### config.mk
export PLATFORM = sky130hd
export DESIGN_NAME = im_loader
export DESIGN_NICKNAME = d
export VERILOG_FILES = /design/src/rtl/rv32i_pkg.sv /design/src/rtl/im_word_assembler.sv /design/src/rtl/im_loader.sv
export SDC_FILE = /design/constraint.sdc
export NUM_CORES = 1
export LEC_CHECK = 0
export CORE_MARGIN = 5
export CORE_UTILIZATION = 40
export CTS_CLUSTER_DIAMETER = 150
export CTS_CLUSTER_SIZE = 16
export DETAILED_ROUTE_END_ITERATION = 16
export DONT_BUFFER_PORTS = 1
export GPL_TIMING_DRIVEN = 0
export PLACE_DENSITY_LB_ADDON = 0.3
export SLEW_MARGIN = 5
export SYNTH_ARGS = -nofsm -noshare
export SYNTH_HDL_FRONTEND = slang
export SYNTH_SLANG_ARGS = --single-unit
### constraint.sdc
create_clock -name clk -period 4.6 [get_ports clk]
set_clock_uncertainty 0.2 [all_clocks]
set_input_delay 0.23 -clock clk [delete_from_list [all_inputs] [get_ports clk]]
set_output_delay 0.23 -clock clk [all_outputs]
set_load 0.01 [all_outputs]
### src/rtl/rv32i_pkg.sv
// Shared definitions for the instruction-memory boot loader.
package rv32i_pkg;

    localparam int        ROM_DEPTH = 128;
    localparam int        ROM_W     = 32;
    localparam logic [7:0] SYNC_BYTE = 8'hA5;

    typedef enum logic [2:0] {
        IDLE,
        COUNT,
        DATA,
        CHECK,
        DONE,
        ERR
    } state_t;

endpackage

### src/rtl/im_word_assembler.sv
// Packs a byte stream into little-endian 32-bit words and keeps a running XOR of every byte.
module im_word_assembler
    import rv32i_pkg::*;
(
    input  logic             clk,
    input  logic             rst_n,
    input  logic             clr,
    input  logic [7:0]       byte_in,
    input  logic             stb,
    output logic [ROM_W-1:0] word,
    output logic             word_vld,
    output logic [7:0]       chk
);

    logic [1:0]  lane_p0;
    logic [23:0] lo_p0;
    logic [7:0]  chk_p0;

    // The fourth byte completes the word combinationally; the loader registers it.
    assign word     = {byte_in, lo_p0};
    assign word_vld = stb && (lane_p0 == 2'd3);
    assign chk      = chk_p0;

    always_ff @(posedge clk or negedge rst_n) begin
        if (!rst_n) begin
            lane_p0 <= 2'd0;
            chk_p0  <= 8'd0;
        end else if (clr) begin
            lane_p0 <= 2'd0;
            chk_p0  <= 8'd0;
        end else if (stb) begin
            lane_p0 <= lane_p0 + 2'd1;
            chk_p0  <= chk_p0 ^ byte_in;
        end
    end

    always_ff @(posedge clk) begin
        if (stb) begin
            case (lane_p0)
                2'd0:    lo_p0[7:0]   <= byte_in;
                2'd1:    lo_p0[15:8]  <= byte_in;
                2'd2:    lo_p0[23:16] <= byte_in;
                default: lo_p0        <= lo_p0;
            endcase
        end
    end

endmodule

### src/rtl/im_loader.sv
// Boot-time instruction memory writer: parses SYNC/N/data/CHK frames and holds the CPU while loading.
module im_loader
    import rv32i_pkg::*;
#(
    parameter int ADDR_W = 16
) (
    input  logic              clk,
    input  logic              rst_n,
    input  logic [7:0]        rx_data,
    input  logic              rx_valid,
    output logic              rx_ready,
    input  logic              clr,
    output logic              im_we,
    output logic [ADDR_W-1:0] im_addr,
    output logic [ROM_W-1:0]  im_wdata,
    output logic              cpu_hold,
    output logic              done,
    output logic              err
);

    state_t           state, state_nxt;
    logic             acc;
    logic [7:0]       n_words;
    logic [7:0]       word_idx;
    logic [ROM_W-1:0] asm_word;
    logic             asm_vld;
    logic [7:0]       asm_chk;

    assign rx_ready = (state != DONE) && (state != ERR);
    assign acc      = rx_valid && rx_ready;
    assign cpu_hold = (state == COUNT) || (state == DATA) || (state == CHECK) || (state == ERR);
    assign done     = (state == DONE);
    assign err      = (state == ERR);

    im_word_assembler u_asm (
        .clk      (clk),
        .rst_n    (rst_n),
        .clr      (state == COUNT),
        .byte_in  (rx_data),
        .stb      (acc && (state == DATA)),
        .word     (asm_word),
        .word_vld (asm_vld),
        .chk      (asm_chk)
    );

    always_ff @(posedge clk or negedge rst_n) begin
        if (!rst_n) state <= IDLE;
        else        state <= state_nxt;
    end

    always_comb begin
        state_nxt = state;
        case (state)
            IDLE:  if (acc && (rx_data == SYNC_BYTE)) state_nxt = COUNT;
            COUNT: if (acc) begin
                       if ((rx_data == 8'd0) || (rx_data > 8'(ROM_DEPTH))) state_nxt = ERR;
                       else                                                  state_nxt = DATA;
                   end
            DATA:  if (asm_vld && (word_idx == n_words - 8'd1)) state_nxt = CHECK;
            CHECK: if (acc) state_nxt = (rx_data == asm_chk) ? DONE : ERR;
            DONE:  if (clr) state_nxt = IDLE;
            ERR:   if (clr) state_nxt = IDLE;
            default: state_nxt = IDLE;
        endcase
    end

    // Write port stage: one strobe per completed word; address and data hold afterwards.
    always_ff @(posedge clk or negedge rst_n) begin
        if (!rst_n) begin
            n_words  <= 8'd0;
            word_idx <= 8'd0;
            im_we    <= 1'b0;
            im_addr  <= '0;
            im_wdata <= '0;
        end else begin
            im_we <= asm_vld;
            if ((state == COUNT) && acc) begin
                n_words  <= rx_data;
                word_idx <= 8'd0;
            end
            if (asm_vld) begin
                im_addr  <= ADDR_W'({word_idx, 2'b00});
                im_wdata <= asm_word;
                word_idx <= word_idx + 8'd1;
            end
        end
    end

endmodule

==> results of run 1 <==
[final cells by class]
class	instances	area, um2	area share, %
clock buffers	9	124	2.56
plain buffers	32	156	3.23
well taps	136	170	3.51
clock inverters	7	128	2.63
repair buffers	12	138	2.84
inverters	8	30.0	0.620
multi-input cells	309	1630	33.6
flip-flops and latches	94	2470	51.0
[cells by family after synthesis]
logic type | share of synthesized area (%)
flops | 58.1
xor+xnor | 3.70
fa+ha+maj | 1.76
simple gates | 22.1
compound gates | 8.08
other cells | 0.0881
mux | 1.85
buf+inv | 4.38
[power breakdown]
| part | internal (mW) | switching [mW] | total (mW) |
|---|---|---|---|
| logic | 0.248 | 0.326 | 0.574 |
| registers | 0.951 | 0.0880 | 1.04 |
| clock network | 0.368 | 0.306 | 0.674 |
| total | 1.57 | 0.719 | 2.29 |
[registers in the layout (all words and copies together), names as in the netlist]
| register | cells |
|---|---|
| im_addr | 8 |
| im_wdata | 32 |
| im_we | 1 |
| u_asm.lo_p0 | 24 |
| n_words | 8 |
| word_idx | 8 |
| u_asm.chk | 8 |
| u_asm.lane_p0 | 2 |
| state | 3 |
[metal layers]
layer	share of wire (%)	track usage, %	vias up
li1	-	-	1497
met1	45	20.5	1494
met2	48	25.9	54
met3	5.2	4.22	8
met4	1.2	5.29	0
met5	0	0	-
[final timing paths]
kind / from / end / slack, ns
max: state[0] / im_wdata[6] / 2.15
min: rx_data[5] / state[2] / 0.04
max reg2reg: state[0] / im_wdata[6] / 2.15
min reg2reg: u_asm.lo_p0[14] / im_wdata[14] / 0.24
max in group asynchronous: rst_n / state[2] / 3.69
min in group asynchronous: rst_n / word_idx[7] / 0.24
[synth_stat cells, drive strengths merged]
| library cell | n | share of area, % |
|---|---|---|
| buf | 14 | 2.1 |
| nand4 | 4 | 0.59 |
| a21boi | 8 | 1.4 |
| o211ai | 1 | 0.18 |
| nand3b | 4 | 0.71 |
| o31a | 3 | 0.62 |
| nand3 | 12 | 1.4 |
| conb | 1 | 0.088 |
| o22ai | 2 | 0.29 |
| nor4 | 1 | 0.50 |
| a2bb2oi | 1 | 0.21 |
| xnor2 | 12 | 2.5 |
| nand2 | 163 | 14 |
| and4b | 2 | 0.47 |
| nor3 | 4 | 0.47 |
| o31ai | 2 | 0.35 |
| inv | 8 | 0.71 |
| o32ai | 2 | 0.59 |
| mux2 | 7 | 1.9 |
| and3b | 1 | 0.21 |
| edfxtp | 24 | 17 |
| a22oi | 1 | 0.18 |
| ha | 6 | 1.8 |
| dfrtp | 70 | 41 |
| nor4b | 2 | 0.41 |
| a21o | 1 | 0.18 |
| nor2b | 1 | 0.15 |
| nor3b | 1 | 0.18 |
| and3 | 5 | 0.73 |
| clkbuf | 18 | 1.6 |
| xor2 | 6 | 1.2 |
| o211a | 1 | 0.24 |
| o22a | 1 | 0.21 |
| nor2 | 10 | 0.88 |
| nand2b | 5 | 0.73 |
| a21oi | 3 | 0.35 |
| o21ai | 28 | 3.3 |
| or4 | 1 | 0.26 |
[tightest hold or removal path, stage by stage]
cell	delay, ns
nor4_4	0.02
xor2_1	0.15
nor2_1	0.08
o32ai_1	0.08
[metrics by stage]
stage          cell area (um2)  util (%)  power (mW)  setup slack (ns)
2_1_floorplan             4280         -        1.48              2.69
3_3_place_gp              4450      43.0        1.58              2.21
3_5_place_dp              4450      43.0        1.60              2.17
4_1_cts                   4840      46.7        2.30              2.14
5_1_grt                   4840      46.7        2.42              1.94
6_report                  4840      46.7        2.29              2.15
[repair_timing]
item | 4_1_cts | 5_1_grt
resized for setup | 0 | 0
hold buffers | 12 | 0
setup buffers | 0 | 0
endpoints found under the hold margin | 118 | 0
==> impl_metrics.tcl, run 1 <==
set metrics [dict create \
    grt_usage_pct 15.8 \
    grt_pass1_wl_mm 15.9 \
    slew_violations 0 \
    path_buf_inv 4 \
    period_needed_ns 2.45 \
    fin_crit_sh_pct 53.2 \
    io_buffers 0 \
    ys_seq_area_share_pct 58.1 \
    drive_gt1_share_pct 8.70 \
    core_um2 10400 \
    dpl.hpwl_mm 6.49 \
    cts_buffer_depth 2 \
    worstSetupEndpointType "register" \
    crit_type "register to register" \
    final_common_cell "nand2_1" \
    cts_tree "built" \
    rsz0062_at_grt "no" \
    nets 484 \
    power_density_nw_per_um2 472 \
    num_rows 37 \
    die_area_um2 12800 \
    grt_max_degree 71 \
    final-setup-viol-count 0 \
    startpoint_type "register" \
    area_growth_pct 13.8 \
    yosysUniqueCellTypes 44 \
    cp_max_fo 10 \
    clk_transition_reported_paths_ns 0.09 \
    max_freq_mhz 408 \
    worstSetupPathDepth 7 \
    drtPass1Iterations 4 \
    drtIter0Drc 182 \
    die_w_um 113 \
    whs_path_depth 4 \
    worst_r2r_path_depth 7 \
    max_cap_viol_count 0 \
    slew_headroom_pct 32.4 \
    cts_sinks 94 \
    viasPerCell 5.03 \
    avgSynthCellArea_um2 9.77 \
    ys_warn_count 0 \
    grt_pass1_vias 2946 \
    fp.dieH_um 113 \
    hold_ws_ns 0.0425 \
    ant_nets 0 \
    vdd_ir_drop_max_v 0.000174 \
    ios 65 \
    post_drt_wl_per_cell_um 15.9 \
    route.detailed.drc 0 \
    antenna_found_initial 0 \
    crit_required_ns 4.71 \
    finalWirelength_mm 9.64 \
    nFillCells 997 \
    cts-htree-levels 3 \
    cts_buffers 9 \
    root_buffer "clkbuf_8" \
    vias 3053 \
    hp-class "primary input to register" \
    grt_overflow 0 \
    power.leakage_nw 2.27 \
    place.gp.congestion 0.795 \
    status "complete, no violations" \
    dp_cells 579 \
    crit_chain "clkbuf_1 -> inv_1 -> nand3_1 -> clkbuf_1 -> clkbuf_1 -> nand2_1 -> nand2_1" \
    start_util_pct 41.1 \
    cpLargestDelayFamily "buffers and inverters" \
    clk-insertion-delay-late_ns 0.36 \
    layout.cells.most_common_list "nand2_1 (163), dfrtp_1 (70), edfxtp_1 (24), clkbuf_1 (17), o21ai_0 (15)" \
    syn_area_um2 4260 \
    cpMostUsedCell "clkbuf_1" \
    synth_cells 436 \
    crit_path_max_incr_delay_ns 0.45 \
    ys_ff_latch 94 \
    critPathSlowestCell "clkbuf_1" \
    fin_cells 607 \
    tns_ns 0 \
    hold_violations 0 \
    antenna_cells 0 \
    worstPathArrival_ns 2.56 \
    tightest_slew_ns 1.01 \
]
No activity file was read; power rests on OpenSTA's default activity.
==> inputs of run 2 (changes only) <==
==> constraint.sdc (replaced) <==
create_clock -name clk -period 2.27 [get_ports clk]
set_clock_uncertainty 0.2 [all_clocks]
set_input_delay 0.1135 -clock clk [delete_from_list [all_inputs] [get_ports clk]]
set_output_delay 0.1135 -clock clk [all_outputs]
set_load 0.01 [all_outputs]
==> run 2 against run 1 <==
Via count decreased by 0.16%. Critical endpoint is now state[0]. Non-clock buffer count is 3 lower. Total power grew 100%. Cell count shrank 0.49%. Combinational power up 92%. Global-route usage barely moved. Clock power increased by 100%.
==> impl_metrics.tcl, run 2 (synthesized netlist as in run 1, its figures left out) <==
set metrics [dict create \
    slew_headroom_pct 63.2 \
    pre_cts_ws_ns -0.155 \
    fin_area_um2 4860 \
    cts-htree-levels 3 \
    critPathSlowestCell "dlygate4sd3_1" \
    layout.cells.most_common_list "nand2_1 (163), dfrtp_1 (70), edfxtp_1 (24), o21ai_0 (15), o21ai_1 (13)" \
    largest_reg_flops 32 \
    startpoint_type "primary input" \
    grt_pass1_vias 2941 \
    clk-insertion-delay-late_ns 0.37 \
    cts_buffer_depth 2 \
    fin_ws_ns 0.169 \
    period_needed_ns 2.10 \
    cts_tree "built" \
    antenna_found_initial 0 \
    core_um2 10400 \
    final_common_cell "nand2_1" \
    regMostFlops "im_wdata" \
    hp-class "primary input to register" \
    finalWirelength_mm 9.60 \
    power_mw 4.63 \
    crit_path_max_incr_delay_ns 0.70 \
    worstSetupEndpointType "register" \
    tightest_slew_ns 0.545 \
    clk_transition_reported_paths_ns 0.09 \
    nets 481 \
    slew_violations 0 \
    io_buffers 0 \
    final-setup-viol-count 0 \
    drtIter0Drc 195 \
    max_freq_mhz 476 \
    worst_r2r_path_depth 6 \
    rrSetupSlack_ns 0.21 \
    cts_setup_buffers 0 \
    dpl.hpwl_mm 6.49 \
    area_growth_pct 14.1 \
    hold_violations 0 \
    crit_type "primary input to register" \
    post_drt_wl_per_cell_um 15.9 \
    vias 3048 \
    die_area_um2 12800 \
    finish.utilization_pct 46.9 \
    rsz0062_at_grt "no" \
    crit_chain "dlygate4sd3_1 -> or4_4 -> nor4_4 -> xor2_1 -> nor2_1 -> o32ai_2 -> o31a_1" \
    ios 65 \
    grt_usage_pct 15.8 \
    worstPathArrival_ns 2.21 \
    grt_overflow 0 \
    drive_gt1_share_pct 11.5 \
    grt_pass1_wl_mm 15.9 \
    whs_path_depth 4 \
    reg2reg_from "n_words[2]" \
    postPlaceCellArea_um2 4450 \
    max_cap_viol_count 0 \
    grt_max_degree 71 \
    ant_nets 0 \
    place.gp.congestion 0.795 \
    top_regs "im_wdata x32, u_asm.lo_p0 x24" \
    start_util_pct 41.1 \
    fin_crit_sh_pct 92.6 \
    cts_sinks 94 \
    root_buffer "clkbuf_8" \
    route.detailed.drc 0 \
    hp-start "rx_valid" \
    fp.dieH_um 113 \
    power.leakage_nw 2.33 \
    status "complete, no violations" \
    cp_max_fo 8 \
    die_w_um 113 \
    vdd_ir_drop_max_v 0.000354 \
    cts_buffers 9 \
    worstSetupStartpoint "rx_data[4]" \
    hold_ws_ns 0.0705 \
    crit-reg2reg-capture "state[0]" \
    power_density_nw_per_um2 952 \
    viasPerCell 5.05 \
    antenna_cells 0 \
    drtPass1Iterations 5 \
    num_rows 37 \
    hold_path_end "u_asm.lane_p0[1]" \
    crit_required_ns 2.38 \
]
run 2: cell count changes in the layout (fill, tap and decap cells not counted), moves of 3 or more:
cell	change
dlymetal6s4s_1	+3
clkbuf_2	+7
buf_2	+3
dlygate4sd3_1	-3
clkbuf_1	-11
run 2: area by class of cell:
| type | instances | area, um2 |
|---|---|---|
| well taps | 136 | 170 |
| repair buffers | 12 | 145 |
| inverters | 8 | 30.0 |
| plain buffers | 29 | 158 |
| clock inverters | 7 | 128 |
| flip-flops and latches | 94 | 2470 |
| clock buffers | 9 | 124 |
| fillers | 1010 | 5510 |
| multi-input cells | 309 | 1630 |
run 2: layer usage:
| layer | part of all wire (%) | global-route usage [%] | vias up |
|---|---|---|---|
| met2 | 48 | 25.7 | 83 |
| met5 | 0 | 0 | - |
| met1 | 44 | 20.5 | 1471 |
| met3 | 6.4 | 4.22 | 6 |
| met4 | 0.99 | 5.61 | 0 |
| li1 | - | - | 1488 |
run 2: critical path: cells and delay by family:
kind            cells  cell delay, ns
xor+xnor            1            0.23
compound gates      2            0.40
simple gates        3            0.76
buf+inv             1            0.70
run 2: report_power, final:
part           switching [mW]  internal, mW
sequential              0.232          1.93
combinational           0.602         0.497
clock                   0.623         0.747
run 2: worst max path at each step:
stage	slack (ns)	to	cells after the start
floorplan	0.36	u_asm.lo_p0[0]	4
global placement	-0.12	im_wdata[21]	7
detailed placement	-0.16	im_wdata[27]	7
CTS	0.02	u_asm.lo_p0[0]	4
global route	0.03	state[0]	7
finish	0.17	state[0]	7
run 2: repair_timing:
action | in CTS | in global routing
gates resized for setup | 11 | 7
hold buffers | 12 | 0
endpoints found under the hold margin | 122 | 0
pin swaps | 0 | 0
setup endpoints to repair | 56 | 61
run 2: through the flow:
stage	setup TNS, ns	cells
after CTS	0	607
after global routing	0	604
after global placement	-3.73	579
after detailed placement	-4.81	579
final	0	604
after floorplan	0	443
